<file path="config.mk">
export PLATFORM = sky130hd
export DESIGN_NAME = spi_buffered_slave
export DESIGN_NICKNAME = d
export VERILOG_FILES = /design/src/rtl/spi_pkg.sv /design/src/rtl/spi_sync_fifo.sv /design/src/rtl/spi_buffered_slave.sv
export SDC_FILE = /design/constraint.sdc
export NUM_CORES = 1
export LEC_CHECK = 0
export BUFFER_PORTS_ARGS = -buffer_cell sky130_fd_sc_hd__buf_4
export CAP_MARGIN = 20
export CORE_ASPECT_RATIO = 1.2
export CORE_MARGIN = 1
export CORE_UTILIZATION = 35
export CTS_BUF_LIST = sky130_fd_sc_hd__clkbuf_8
export CTS_CLUSTER_SIZE = 10
export DETAILED_ROUTE_END_ITERATION = 10
export PLACE_DENSITY = 0.6
export SLEW_MARGIN = 10
export SYNTH_ARGS = -nofsm -noshare
export SYNTH_HDL_FRONTEND = slang
export SYNTH_SLANG_ARGS = --single-unit
</file>
<file path="constraint.sdc">
create_clock -name clk -period 4.3 [get_ports clk]
set_input_delay 0.86 -clock clk [delete_from_list [all_inputs] [get_ports clk]]
set_output_delay 0.86 -clock clk [all_outputs]
set_load 0.05 [all_outputs]
</file>
<file path="src/rtl/spi_pkg.sv">
// Shared types and constants for the buffered SPI slave.
//   spi_mode_t  : the four CPOL/CPHA combinations (MODE0..MODE3 = {CPOL,CPHA})
//   spi_state_t : frame state of the shift engine
//   SYNC_STAGES : depth of the input synchronisers
//   spi_mode()  : builds a spi_mode_t from integer CPOL/CPHA parameters
package spi_pkg;

  typedef enum logic [1:0] {
    MODE0 = 2'd0,
    MODE1 = 2'd1,
    MODE2 = 2'd2,
    MODE3 = 2'd3
  } spi_mode_t;

  typedef enum logic {
    ST_IDLE,
    ST_ACTIVE
  } spi_state_t;

  localparam int SYNC_STAGES = 2;

  function automatic spi_mode_t spi_mode(input int cpol, input int cpha);
    return spi_mode_t'({cpol[0], cpha[0]});
  endfunction

endpackage

</file>
<file path="src/rtl/spi_sync_fifo.sv">
// Single-clock first-word-fall-through FIFO used for both the RX and TX queues.
// Ports:
//   clk, reset         system clock, synchronous active-high reset
//   push, push_data    write request and word
//   pop                read request (ignored while empty)
//   pop_data           head word, 0 while empty
//   count              occupancy 0..FIFO_DEPTH
//   full, empty        derived from count
// A push while full is accepted only when a pop happens in the same cycle,
// so the count stays at FIFO_DEPTH.
module spi_sync_fifo #(
  parameter int DATA_WIDTH = 8,
  parameter int FIFO_DEPTH = 16
) (
  input  logic                                  clk,
  input  logic                                  reset,
  input  logic                                  push,
  input  logic [DATA_WIDTH-1:0]                 push_data,
  input  logic                                  pop,
  output logic [DATA_WIDTH-1:0]                 pop_data,
  output logic [$clog2(FIFO_DEPTH+1)-1:0]       count,
  output logic                                  full,
  output logic                                  empty
);

  localparam int AW = (FIFO_DEPTH > 1) ? $clog2(FIFO_DEPTH) : 1;
  localparam int CW = $clog2(FIFO_DEPTH + 1);

  logic [DATA_WIDTH-1:0] mem [FIFO_DEPTH];
  logic [AW-1:0]         wr_ptr;
  logic [AW-1:0]         rd_ptr;
  logic [CW-1:0]         count_q;
  logic                  do_push;
  logic                  do_pop;

  assign empty    = (count_q == '0);
  assign full     = (count_q == CW'(FIFO_DEPTH));
  assign count    = count_q;
  assign do_pop   = pop && !empty;
  assign do_push  = push && (!full || do_pop);
  assign pop_data = empty ? '0 : mem[rd_ptr];

  // Storage array; no reset needed because empty masks the head word.
  always_ff @(posedge clk) begin
    if (do_push) begin
      mem[wr_ptr] <= push_data;
    end
  end

  // Pointers wrap naturally because FIFO_DEPTH is a power of two.
  always_ff @(posedge clk) begin
    if (reset) begin
      wr_ptr  <= '0;
      rd_ptr  <= '0;
      count_q <= '0;
    end else begin
      if (do_push) begin
        wr_ptr <= wr_ptr + 1'b1;
      end
      if (do_pop) begin
        rd_ptr <= rd_ptr + 1'b1;
      end
      case ({do_push, do_pop})
        2'b10:   count_q <= count_q + 1'b1;
        2'b01:   count_q <= count_q - 1'b1;
        default: count_q <= count_q;
      endcase
    end
  end

endmodule

</file>
<file path="src/rtl/spi_buffered_slave.sv">
// SPI slave with RX and TX FIFOs, oversampling the SPI bus in the clk domain.
// Ports:
//   clk, reset            system clock, synchronous active-high reset
//   cs_n, sck, mosi       asynchronous SPI bus inputs
//   miso                  serial output, 0 while not selected
//   rx_data/valid/ready   RX FIFO head (first-word fall-through) and pop handshake
//   tx_data/valid/ready   TX FIFO push handshake
//   rx_count, tx_count    FIFO occupancies
//   rx_overflow           sticky: received word dropped on full RX FIFO
//   tx_underflow          sticky: TX_IDLE sent because the TX FIFO was empty
//   clear_flags           clears both sticky flags (a same-cycle set wins)
module spi_buffered_slave
  import spi_pkg::*;
#(
  parameter int                    DATA_WIDTH = 8,
  parameter int                    FIFO_DEPTH = 16,
  parameter int                    CPOL       = 0,
  parameter int                    CPHA       = 0,
  parameter logic [DATA_WIDTH-1:0] TX_IDLE    = '0
) (
  input  logic                            clk,
  input  logic                            reset,
  input  logic                            cs_n,
  input  logic                            sck,
  input  logic                            mosi,
  output logic                            miso,
  output logic [DATA_WIDTH-1:0]           rx_data,
  output logic                            rx_valid,
  input  logic                            rx_ready,
  input  logic [DATA_WIDTH-1:0]           tx_data,
  input  logic                            tx_valid,
  output logic                            tx_ready,
  output logic [$clog2(FIFO_DEPTH+1)-1:0] rx_count,
  output logic [$clog2(FIFO_DEPTH+1)-1:0] tx_count,
  output logic                            rx_overflow,
  output logic                            tx_underflow,
  input  logic                            clear_flags
);

  localparam spi_mode_t MODE            = spi_mode(CPOL, CPHA);
  localparam logic      SCK_IDLE        = (MODE == MODE2) || (MODE == MODE3);
  localparam logic      SAMPLE_ON_TRAIL = (MODE == MODE1) || (MODE == MODE3);
  localparam int        BW              = $clog2(DATA_WIDTH);

  logic [SYNC_STAGES:0]   cs_sync;
  logic [SYNC_STAGES:0]   sck_sync;
  logic [SYNC_STAGES-1:0] mosi_sync;

  logic cs_s, cs_prev, sck_s, sck_prev, mosi_s;
  logic cs_fall, cs_rise, lead_edge, trail_edge, sample_edge, shift_edge;

  spi_state_t            state;
  logic [BW-1:0]         bit_cnt;
  logic [DATA_WIDTH-1:0] rx_shift;
  logic [DATA_WIDTH-1:0] tx_shift;
  logic [DATA_WIDTH-1:0] rx_word;
  logic                  rx_push;
  logic                  miso_q;
  logic                  need_load;
  logic                  need_present;
  logic                  udf_pending;

  logic                  frame_load, mid_load, tx_pop;
  logic [DATA_WIDTH-1:0] tx_head, load_word;
  logic                  tx_full, tx_empty, rx_full, rx_empty;
  logic                  rx_pop_fire, rx_drop, udf_set, last_bit, in_frame;

  // cs_n resets to 0 so that a frame cut by reset is not mistaken for a
  // new one: only a genuine high-to-low transition of cs_n starts a frame.
  always_ff @(posedge clk) begin
    if (reset) begin
      cs_sync   <= '0;
      sck_sync  <= {(SYNC_STAGES+1){SCK_IDLE}};
      mosi_sync <= '0;
    end else begin
      cs_sync   <= {cs_sync[SYNC_STAGES-1:0], cs_n};
      sck_sync  <= {sck_sync[SYNC_STAGES-1:0], sck};
      mosi_sync <= {mosi_sync[SYNC_STAGES-2:0], mosi};
    end
  end

  assign cs_s     = cs_sync[SYNC_STAGES-1];
  assign cs_prev  = cs_sync[SYNC_STAGES];
  assign sck_s    = sck_sync[SYNC_STAGES-1];
  assign sck_prev = sck_sync[SYNC_STAGES];
  assign mosi_s   = mosi_sync[SYNC_STAGES-1];

  assign cs_fall     = !cs_s && cs_prev;
  assign cs_rise     = cs_s && !cs_prev;
  assign lead_edge   = (sck_s != SCK_IDLE) && (sck_prev == SCK_IDLE);
  assign trail_edge  = (sck_s == SCK_IDLE) && (sck_prev != SCK_IDLE);
  assign sample_edge = SAMPLE_ON_TRAIL ? trail_edge : lead_edge;
  assign shift_edge  = SAMPLE_ON_TRAIL ? lead_edge : trail_edge;

  assign in_frame    = (state == ST_ACTIVE) && !cs_rise;
  assign frame_load  = (state == ST_IDLE) && cs_fall;
  assign mid_load    = in_frame && shift_edge && need_load;
  assign tx_pop      = (frame_load || mid_load) && !tx_empty;
  assign load_word   = tx_empty ? TX_IDLE : tx_head;
  assign last_bit    = (bit_cnt == BW'(DATA_WIDTH - 1));

  assign rx_pop_fire = rx_ready && !rx_empty;
  assign rx_drop     = rx_push && rx_full && !rx_pop_fire;
  // A word loaded mid-frame only counts as an underflow once the master
  // actually samples its first bit; the extra load after the final word of
  // a CPHA=0 frame is usually discarded by cs_n rising.
  assign udf_set     = (frame_load && tx_empty) ||
                       (in_frame && sample_edge && udf_pending);

  assign miso     = miso_q;
  assign rx_valid = !rx_empty;
  assign tx_ready = !tx_full;

  // Frame state machine and shift engine. need_load marks a word boundary
  // where the next shift edge must load instead of shift; need_present
  // (CPHA=1) defers the first MSB to the first leading edge.
  always_ff @(posedge clk) begin
    if (reset) begin
      state        <= ST_IDLE;
      bit_cnt      <= '0;
      rx_shift     <= '0;
      tx_shift     <= '0;
      rx_word      <= '0;
      rx_push      <= 1'b0;
      miso_q       <= 1'b0;
      need_load    <= 1'b0;
      need_present <= 1'b0;
      udf_pending  <= 1'b0;
    end else begin
      rx_push <= 1'b0;
      case (state)
        ST_IDLE: begin
          miso_q <= 1'b0;
          if (cs_fall) begin
            state        <= ST_ACTIVE;
            bit_cnt      <= '0;
            rx_shift     <= '0;
            tx_shift     <= load_word;
            miso_q       <= SAMPLE_ON_TRAIL ? 1'b0 : load_word[DATA_WIDTH-1];
            need_load    <= 1'b0;
            need_present <= SAMPLE_ON_TRAIL;
            udf_pending  <= 1'b0;
          end
        end
        ST_ACTIVE: begin
          if (cs_rise) begin
            state        <= ST_IDLE;
            miso_q       <= 1'b0;
            bit_cnt      <= '0;
            rx_shift     <= '0;
            need_load    <= 1'b0;
            need_present <= 1'b0;
            udf_pending  <= 1'b0;
          end else begin
            if (shift_edge) begin
              if (need_load) begin
                tx_shift    <= load_word;
                miso_q      <= load_word[DATA_WIDTH-1];
                need_load   <= 1'b0;
                udf_pending <= tx_empty;
              end else if (need_present) begin
                miso_q       <= tx_shift[DATA_WIDTH-1];
                need_present <= 1'b0;
              end else begin
                tx_shift <= {tx_shift[DATA_WIDTH-2:0], 1'b0};
                miso_q   <= tx_shift[DATA_WIDTH-2];
              end
            end
            if (sample_edge) begin
              rx_shift    <= {rx_shift[DATA_WIDTH-2:0], mosi_s};
              udf_pending <= 1'b0;
              if (last_bit) begin
                bit_cnt   <= '0;
                rx_word   <= {rx_shift[DATA_WIDTH-2:0], mosi_s};
                rx_push   <= 1'b1;
                need_load <= 1'b1;
              end else begin
                bit_cnt <= bit_cnt + 1'b1;
              end
            end
          end
        end
        default: state <= ST_IDLE;
      endcase
    end
  end

  // Sticky flags: the set term is applied after the clear so a same-cycle
  // set wins.
  always_ff @(posedge clk) begin
    if (reset) begin
      rx_overflow  <= 1'b0;
      tx_underflow <= 1'b0;
    end else begin
      if (clear_flags) begin
        rx_overflow  <= 1'b0;
        tx_underflow <= 1'b0;
      end
      if (rx_drop) begin
        rx_overflow <= 1'b1;
      end
      if (udf_set) begin
        tx_underflow <= 1'b1;
      end
    end
  end

  spi_sync_fifo #(
    .DATA_WIDTH (DATA_WIDTH),
    .FIFO_DEPTH (FIFO_DEPTH)
  ) u_rx_fifo (
    .clk       (clk),
    .reset     (reset),
    .push      (rx_push),
    .push_data (rx_word),
    .pop       (rx_ready),
    .pop_data  (rx_data),
    .count     (rx_count),
    .full      (rx_full),
    .empty     (rx_empty)
  );

  spi_sync_fifo #(
    .DATA_WIDTH (DATA_WIDTH),
    .FIFO_DEPTH (FIFO_DEPTH)
  ) u_tx_fifo (
    .clk       (clk),
    .reset     (reset),
    .push      (tx_valid),
    .push_data (tx_data),
    .pop       (tx_pop),
    .pop_data  (tx_head),
    .count     (tx_count),
    .full      (tx_full),
    .empty     (tx_empty)
  );

endmodule

</file>
==> results of run 1 <==
[registers in the layout (all words and copies together), names as in the netlist, named ones only]
register / count
bit_cnt: 3
cs_sync: 3
miso: 1
mosi_sync: 2
need_load: 1
rx_overflow: 1
rx_push: 1
rx_shift: 7
rx_word: 8
sck_sync: 3
state: 1
tx_shift: 7
tx_underflow: 1
u_rx_fifo.count: 5
u_rx_fifo.mem: 128
u_rx_fifo.rd_ptr: 4
u_rx_fifo.wr_ptr: 4
u_tx_fifo.count: 5
u_tx_fifo.mem: 128
u_tx_fifo.rd_ptr: 4
u_tx_fifo.wr_ptr: 4
udf_pending: 1
[layout make-up]
type | count | share of cell area
flip-flops and latches | 330 | 0.613
multi-input cells | 390 | 0.248
repair buffers | 49 | 0.0254
inverters | 24 | 0.00602
clock buffers | 60 | 0.0552
well taps | 474 | 0.0396
clock inverters | 33 | 0.0128
[metrics by stage]
stage | instances | power, W | util | setup slack [ns] | hold WS [ns]
after global routing | 1360 | 0.00643 | 0.405 | 0.465 | 0.456
final | 1360 | 0.00619 | 0.405 | 0.613 | 0.438
after floorplan | 782 | 0.00363 | - | 0.785 | 0.414
after CTS | 1360 | 0.00628 | 0.405 | 0.540 | 0.444
after global placement | 1267 | 0.00369 | 0.378 | 1.09 | 0.430
after detailed placement | 1267 | 0.00369 | 0.378 | 1.05 | 0.424
[how the worst min path moves through the flow]
stage / endpoint / slack, ns / cells past startpoint
global route: cs_sync[1] / 0.46 / 1
CTS: mosi_sync[1] / 0.44 / 1
global placement: cs_sync[1] / 0.43 / 1
floorplan: cs_sync[1] / 0.41 / 1
finish: mosi_sync[1] / 0.44 / 1
detailed placement: mosi_sync[1] / 0.42 / 1
[logic make-up after synthesis]
| kind of cell | Yosys count | share of synthesized area |
|---|---|---|
| DFF | 330 | 0.697 |
| and+or+nand+nor | 182 | 0.0673 |
| muxes | 97 | 0.143 |
| AOI/OAI and AO/OA | 73 | 0.0386 |
| buffers and inverters | 62 | 0.0220 |
| adders and majority gates | 20 | 0.0196 |
| xor gates and xnor gates | 18 | 0.0126 |
[cell usage in the layout (no fill, tap or decap), types with 3 or more instances in the layout]
cell type and n:
edfxtp_1 256, nor2_1 73, mux4_2 72, dfxtp_1 72, clkbuf_8 60, buf_4 48, inv_1 44, a21oi_1 29
nand2_1 29, mux2i_1 23, ha_1 19, nor2b_1 14, xor2_1 12, nand3_1 12, a22oi_1 9, nand2b_1 8
and2_1 8, nor3_1 8, a221oi_1 6, nor3_2 5, a211oi_1 5, or2_2 5, o21ai_0 5, xnor2_1 5
clkinv_2 5, clkinv_1 4, or3_1 3, a21o_1 3, and3_1 3, nand4_1 3, o211ai_1 3
[layer usage]
metal,GRT usage,routed length (um),vias to the layer above
met5,0,0,-
met4,0.0503,686,0
met3,0.0317,1240,54
met2,0.244,13600,157
met1,0.171,10800,3444
li1,-,-,3158
[critical path, stage by stage (launching register included)]
cell and delay, ns:
dfxtp_2 0.52, buf_12 0.28, mux4_2 0.57, mux4_2 0.51
and2_1 0.17, buf_4 0.18
[power breakdown]
group | switching, W | internal [W]
Combinational | 0.000105 | 0.0000602
Clock | 0.00118 | 0.00139
Sequential | 0.0000195 | 0.00344
Total | 0.00130 | 0.00489
==> run metrics, run 1 <==
number of buffers inserted by post-CTS setup repair 0; dominant register cell in the synthesized netlist edfxtp_1; fraction of synthesized cell area taken by the top area cell type 0.585; power density over cell area ~410 nW/um^2; Hold Fails Final Rpt 0; TritonCTS clock tree yes; top-count cell post-synth edfxtp_1; global route overflow 0; top cells by area in the synthesized netlist edfxtp_1 (58%), mux4_2 (12%), dfxtp_1 (11%); initial cell density of the core 0.356; final worst-path cycle share 0.857; Layout area overhead 13.8%; top cell type by total area after synthesis edfxtp_1; total negative slack 0 ns; count of flip-flops with a built-in enable after synthesis 256; cell area after placement about 14000 um^2; RSZ-0062 raised after global routing false; number of flip-flops and latches in the synthesized netlist 330; Antenna Violating Nets Remaining 0; later-pin clock latency in the skew report 0.58 ns; clk_skew roughly 0.026 ns; Final Net Count a little under 900; worst hold path type reg -> reg; highest achievable clock rate roughly 270 MHz; cells on worst reg2reg path 12; Max Fanout on Critical Path 25; number of levels in the clock H-tree 2; Sink Count 330; die span in x approximately 180 um; via density per instance ~5; relative max-transition margin 0.308; Critical R2R Launch u_tx_fifo.count[1]; final number of setup-violating endpoints 0; total die area roughly 38000 um^2; remaining design rule violation count 0; net count after synthesis around 820; antenna fix cells 0; number of global-route vias before repair 6974; maximum number of pins on one net before global-route repair between 70 and 80; sequential element share of the synthesized area 0.697; post-layout minimum cycle time 3.69 ns; via count of the routed design ~7k; number of rows created at floorplan 77; half-perimeter wire length after placement approximately 17 mm; worst endpoint required time about 3.4 ns; clock tree buffer depth 3; Tightest Pin Transition around 1.0 ns; worst r2r dst u_tx_fifo.count[4]; Design Area, Final around 15000 um^2; Core Footprint 36900 um^2; total routed wirelength ~26 mm; worst reg2reg setup slack 1.04 ns; first-pass GRT wire length just over 40 mm; Mapped Cells roughly 800; leakage dissipation just under 5 nW; detailed-router iteration count before antenna repair 4; Max Slew Vio Count 0; Post-synth top cells edfxtp_1 (256), dfxtp_1 (74), nor2_1 (73); post-synthesis average cell area 16.8 um^2; fraction of final layout cells sized beyond drive strength 1 0.239; area of the mapped netlist between 10000 and 15000 um^2; # IOs 39; share of synthesized flip-flops with an asynchronous set or reset 0; antenna violations before repair 0; fill cell total of the finished layout 3377; overall global routing resource usage 0.141; outcome finished clean; Unique masters post-synth 55; average routed wire per standard cell around 19 um; path type of the worst setup path reg -> out; die span in y 214 um; Max Cap Violations 0; VDD IR max between 200 and 300 uV; Yosys warning total 0; final weighted congestion in routability-driven placement approximately 0.76; post-CTS resize count 0; Worst setup endpoint rx_data[3]; CTS buffer count 52; area occupied by multi-input gates about 3700 um^2; data arrival time of the worst path around 2.8 ns; clock transition at the registers of the reported paths roughly 0.060 ns; initial detailed-routing violation count roughly 400; cell at the root of the clock tree clkbuf_8; HP Start mosi_sync[0]; nature of the critical path endpoint output pin; port bufs 38; FF/Latch Area 9170 um^2; critical path launch point type flip-flop; number of buffers inserted by hold repair at cts 0
No activity file was read; power rests on OpenSTA's default activity.
==> run 2, diff against run 1 <==
--- a/config.mk
+++ b/config.mk
@@ -9,11 +9,11 @@
 export CAP_MARGIN = 20
 export CORE_ASPECT_RATIO = 1.2
 export CORE_MARGIN = 1
-export CORE_UTILIZATION = 35
+export CORE_UTILIZATION = 55
 export CTS_BUF_LIST = sky130_fd_sc_hd__clkbuf_8
 export CTS_CLUSTER_SIZE = 10
 export DETAILED_ROUTE_END_ITERATION = 10
-export PLACE_DENSITY = 0.6
+export PLACE_DENSITY = 0.82
 export SLEW_MARGIN = 10
 export SYNTH_ARGS = -nofsm -noshare
 export SYNTH_HDL_FRONTEND = slang
==> run 2 against run 1 <==
Utilization increased by 22 points. Fmax decreased by 1.6%. Clock-buffer cell count decreased by 6. Via count increased by 1.4%. Clock skew about the same. Wire length decreased by 5.6%. Hold slack improved by 0.0037 ns. Non-clock buffer count increased by 5. Largest power group unchanged.
==> run metrics, run 2 (same netlist as run 1, synthesis figures left out) <==
Antenna Violating Nets Remaining 0 (unchanged); later-pin clock latency in the skew report 0.57 ns (was 0.58 ns); cell type group with the largest total delay on the critical path multiplexers (unchanged); largest registers u_rx_fifo.mem (128), u_tx_fifo.mem (128), rx_word (8) (unchanged); VDD IR max 314 uV (was 256 uV); path type of the worst setup path reg -> out (unchanged); average routed wire per standard cell 20.8 um (was 19.4 um); initial cell density of the core 0.563 (was 0.356); Sink Count 330 (unchanged); global route overflow 0 (unchanged); leakage dissipation 4.86 nW (was 4.92 nW); Max Cap Violations 0 (unchanged); via count of the routed design 6905 (was 6813); Critical Path Most Common Cell mux4_2 (unchanged); Power Total 0.00588 W (was 0.00619 W); library cell contributing the largest single delay on the critical path dfxtp_2 (was mux4_2); number of levels in the clock H-tree 2 (unchanged); Core Footprint 23400 um^2 (was 36900 um^2); Design Area, Final 14700 um^2 (was 15000 um^2); detailed-router iteration count before antenna repair 5 (was 4); highest-count cells in the layout ignoring fill and taps edfxtp_1 (256), nor2_1 (73), mux4_2 (72), dfxtp_1 (72), clkbuf_8 (54) (was edfxtp_1 (256), nor2_1 (73), mux4_2 (72), dfxtp_1 (72), clkbuf_8 (60)); power density over cell area 401 nW/um^2 (was 414 nW/um^2); Max Fanout on Critical Path 18 (was 25); clock tree buffer depth 3 (unchanged); Max Slew Vio Count 0 (unchanged); CP Cell Sequence buf_12 -> mux4_2 -> mux4_2 -> and2_1 -> buf_4 (unchanged); cell at the root of the clock tree clkbuf_8 (unchanged); die span in x 143 um (was 179 um); total routed wirelength 24.9 mm (was 26.4 mm); total die area 24500 um^2 (was 38300 um^2); antenna fix cells 0 (unchanged); initial detailed-routing violation count 353 (was 394); port bufs 38 (unchanged); post-layout minimum cycle time 3.75 ns (was 3.69 ns); antenna violations before repair 0 (unchanged); die span in y 171 um (was 214 um); Layout area overhead 11.6% (was 13.8%); number of buffer and inverter stages on the critical path 2 (unchanged); Tightest Pin Transition 0.999 ns (was 1.03 ns); final cell count without fillers 1198 (was 1360); post-CTS resize count 0 (unchanged); half-perimeter wire length after placement 16.2 mm (was 16.7 mm); Hold Fails Final Rpt 0 (unchanged); first-pass GRT wire length 38.6 mm (was 40.7 mm); number of rows created at floorplan 61 (was 77); slowest cell delay on critical path 0.69 ns (was 0.57 ns); overall global routing resource usage 0.212 (was 0.141); clock transition at the registers of the reported paths 0.07 ns (was 0.06 ns); data arrival time of the worst path 2.89 ns (was 2.83 ns); TritonCTS clock tree yes (unchanged); number of placed cells counting well taps 1111 (was 1267); critical path launch point type flip-flop (unchanged); final weighted congestion in routability-driven placement 0.809 (was 0.760); highest achievable clock rate 267 MHz (was 271 MHz); clk_skew 0.0255 ns (was 0.0258 ns); nature of the critical path endpoint output pin (unchanged); Final Net Count 884 (was 883); Final Core Density 0.628 (was 0.405); total negative slack 0 ns (unchanged); relative max-transition margin 0.332 (was 0.308); number of buffers inserted by hold repair at cts 0 (unchanged); number of buffers inserted by post-CTS setup repair 0 (unchanged); outcome finished clean (unchanged); fraction of final layout cells sized beyond drive strength 1 0.231 (was 0.239); worst hold path type reg -> reg (unchanged); CTS buffer count 48 (was 52); fill cell total of the finished layout 1601 (was 3377); maximum number of pins on one net before global-route repair 71 (unchanged); RSZ-0062 raised after global routing false (unchanged); # IOs 39 (unchanged); worst endpoint required time 3.44 ns (about the same); via density per instance 5.76 (was 5.01); final worst-path cycle share 0.871 (was 0.857); final number of setup-violating endpoints 0 (unchanged); worst reg2reg setup slack 0.92 ns (was 1.04 ns); cell area after placement 13700 um^2 (was 13900 um^2); number of global-route vias before repair 7202 (was 6974); most frequent standard cell in the layout excluding fill and tap cells edfxtp_1 (unchanged); remaining design rule violation count 0 (unchanged)
run 2: layout make-up:
type	count	area (um^2)	area share
multi-input cells	390	3690	0.252
well taps	315	394	0.0269
repair buffers	54	450	0.0307
clock inverters	31	130	0.00887
flip-flops and latches	330	9170	0.625
inverters	24	90.1	0.00614
clock buffers	54	743	0.0507
run 2: tightest hold or removal path, cell delays in order, from the launching register on:
cell and delay, ns:
dfxtp_1 0.31, nand3_1 0.06, a21oi_1 0.05
run 2: path summary, 6_finish.rpt:
path,start,to,cells after the start
worst min-delay path,mosi_sync[1],rx_word[0],2
worst min register to register,mosi_sync[1],rx_word[0],2
worst max-delay path,flip-flop,rx_data[4],5
worst max register to register,u_tx_fifo.count[1],u_tx_fifo.count[4],12
run 2: through the flow:
step                worst slack (ns)  hold slack (ns)
floorplan                      0.785            0.414
global placement                1.08            0.421
detailed placement              1.05            0.429
CTS                            0.451            0.443
global route                   0.364            0.461
finish                         0.553            0.441
run 2: where the power goes:
group | internal [W] | switching, W
logic | 0.0000630 | 0.000106
registers | 0.00344 | 0.0000199
clock network | 0.00115 | 0.00111
run 2: layer usage:
layer | track usage | routed length [um] | vias up
met1 | 0.231 | 9340 | 3482
met2 | 0.394 | 13500 | 208
li1 | - | - | 3155
met3 | 0.0462 | 1360 | 60
met5 | 0 | 0 | -
met4 | 0.0921 | 694 | 0
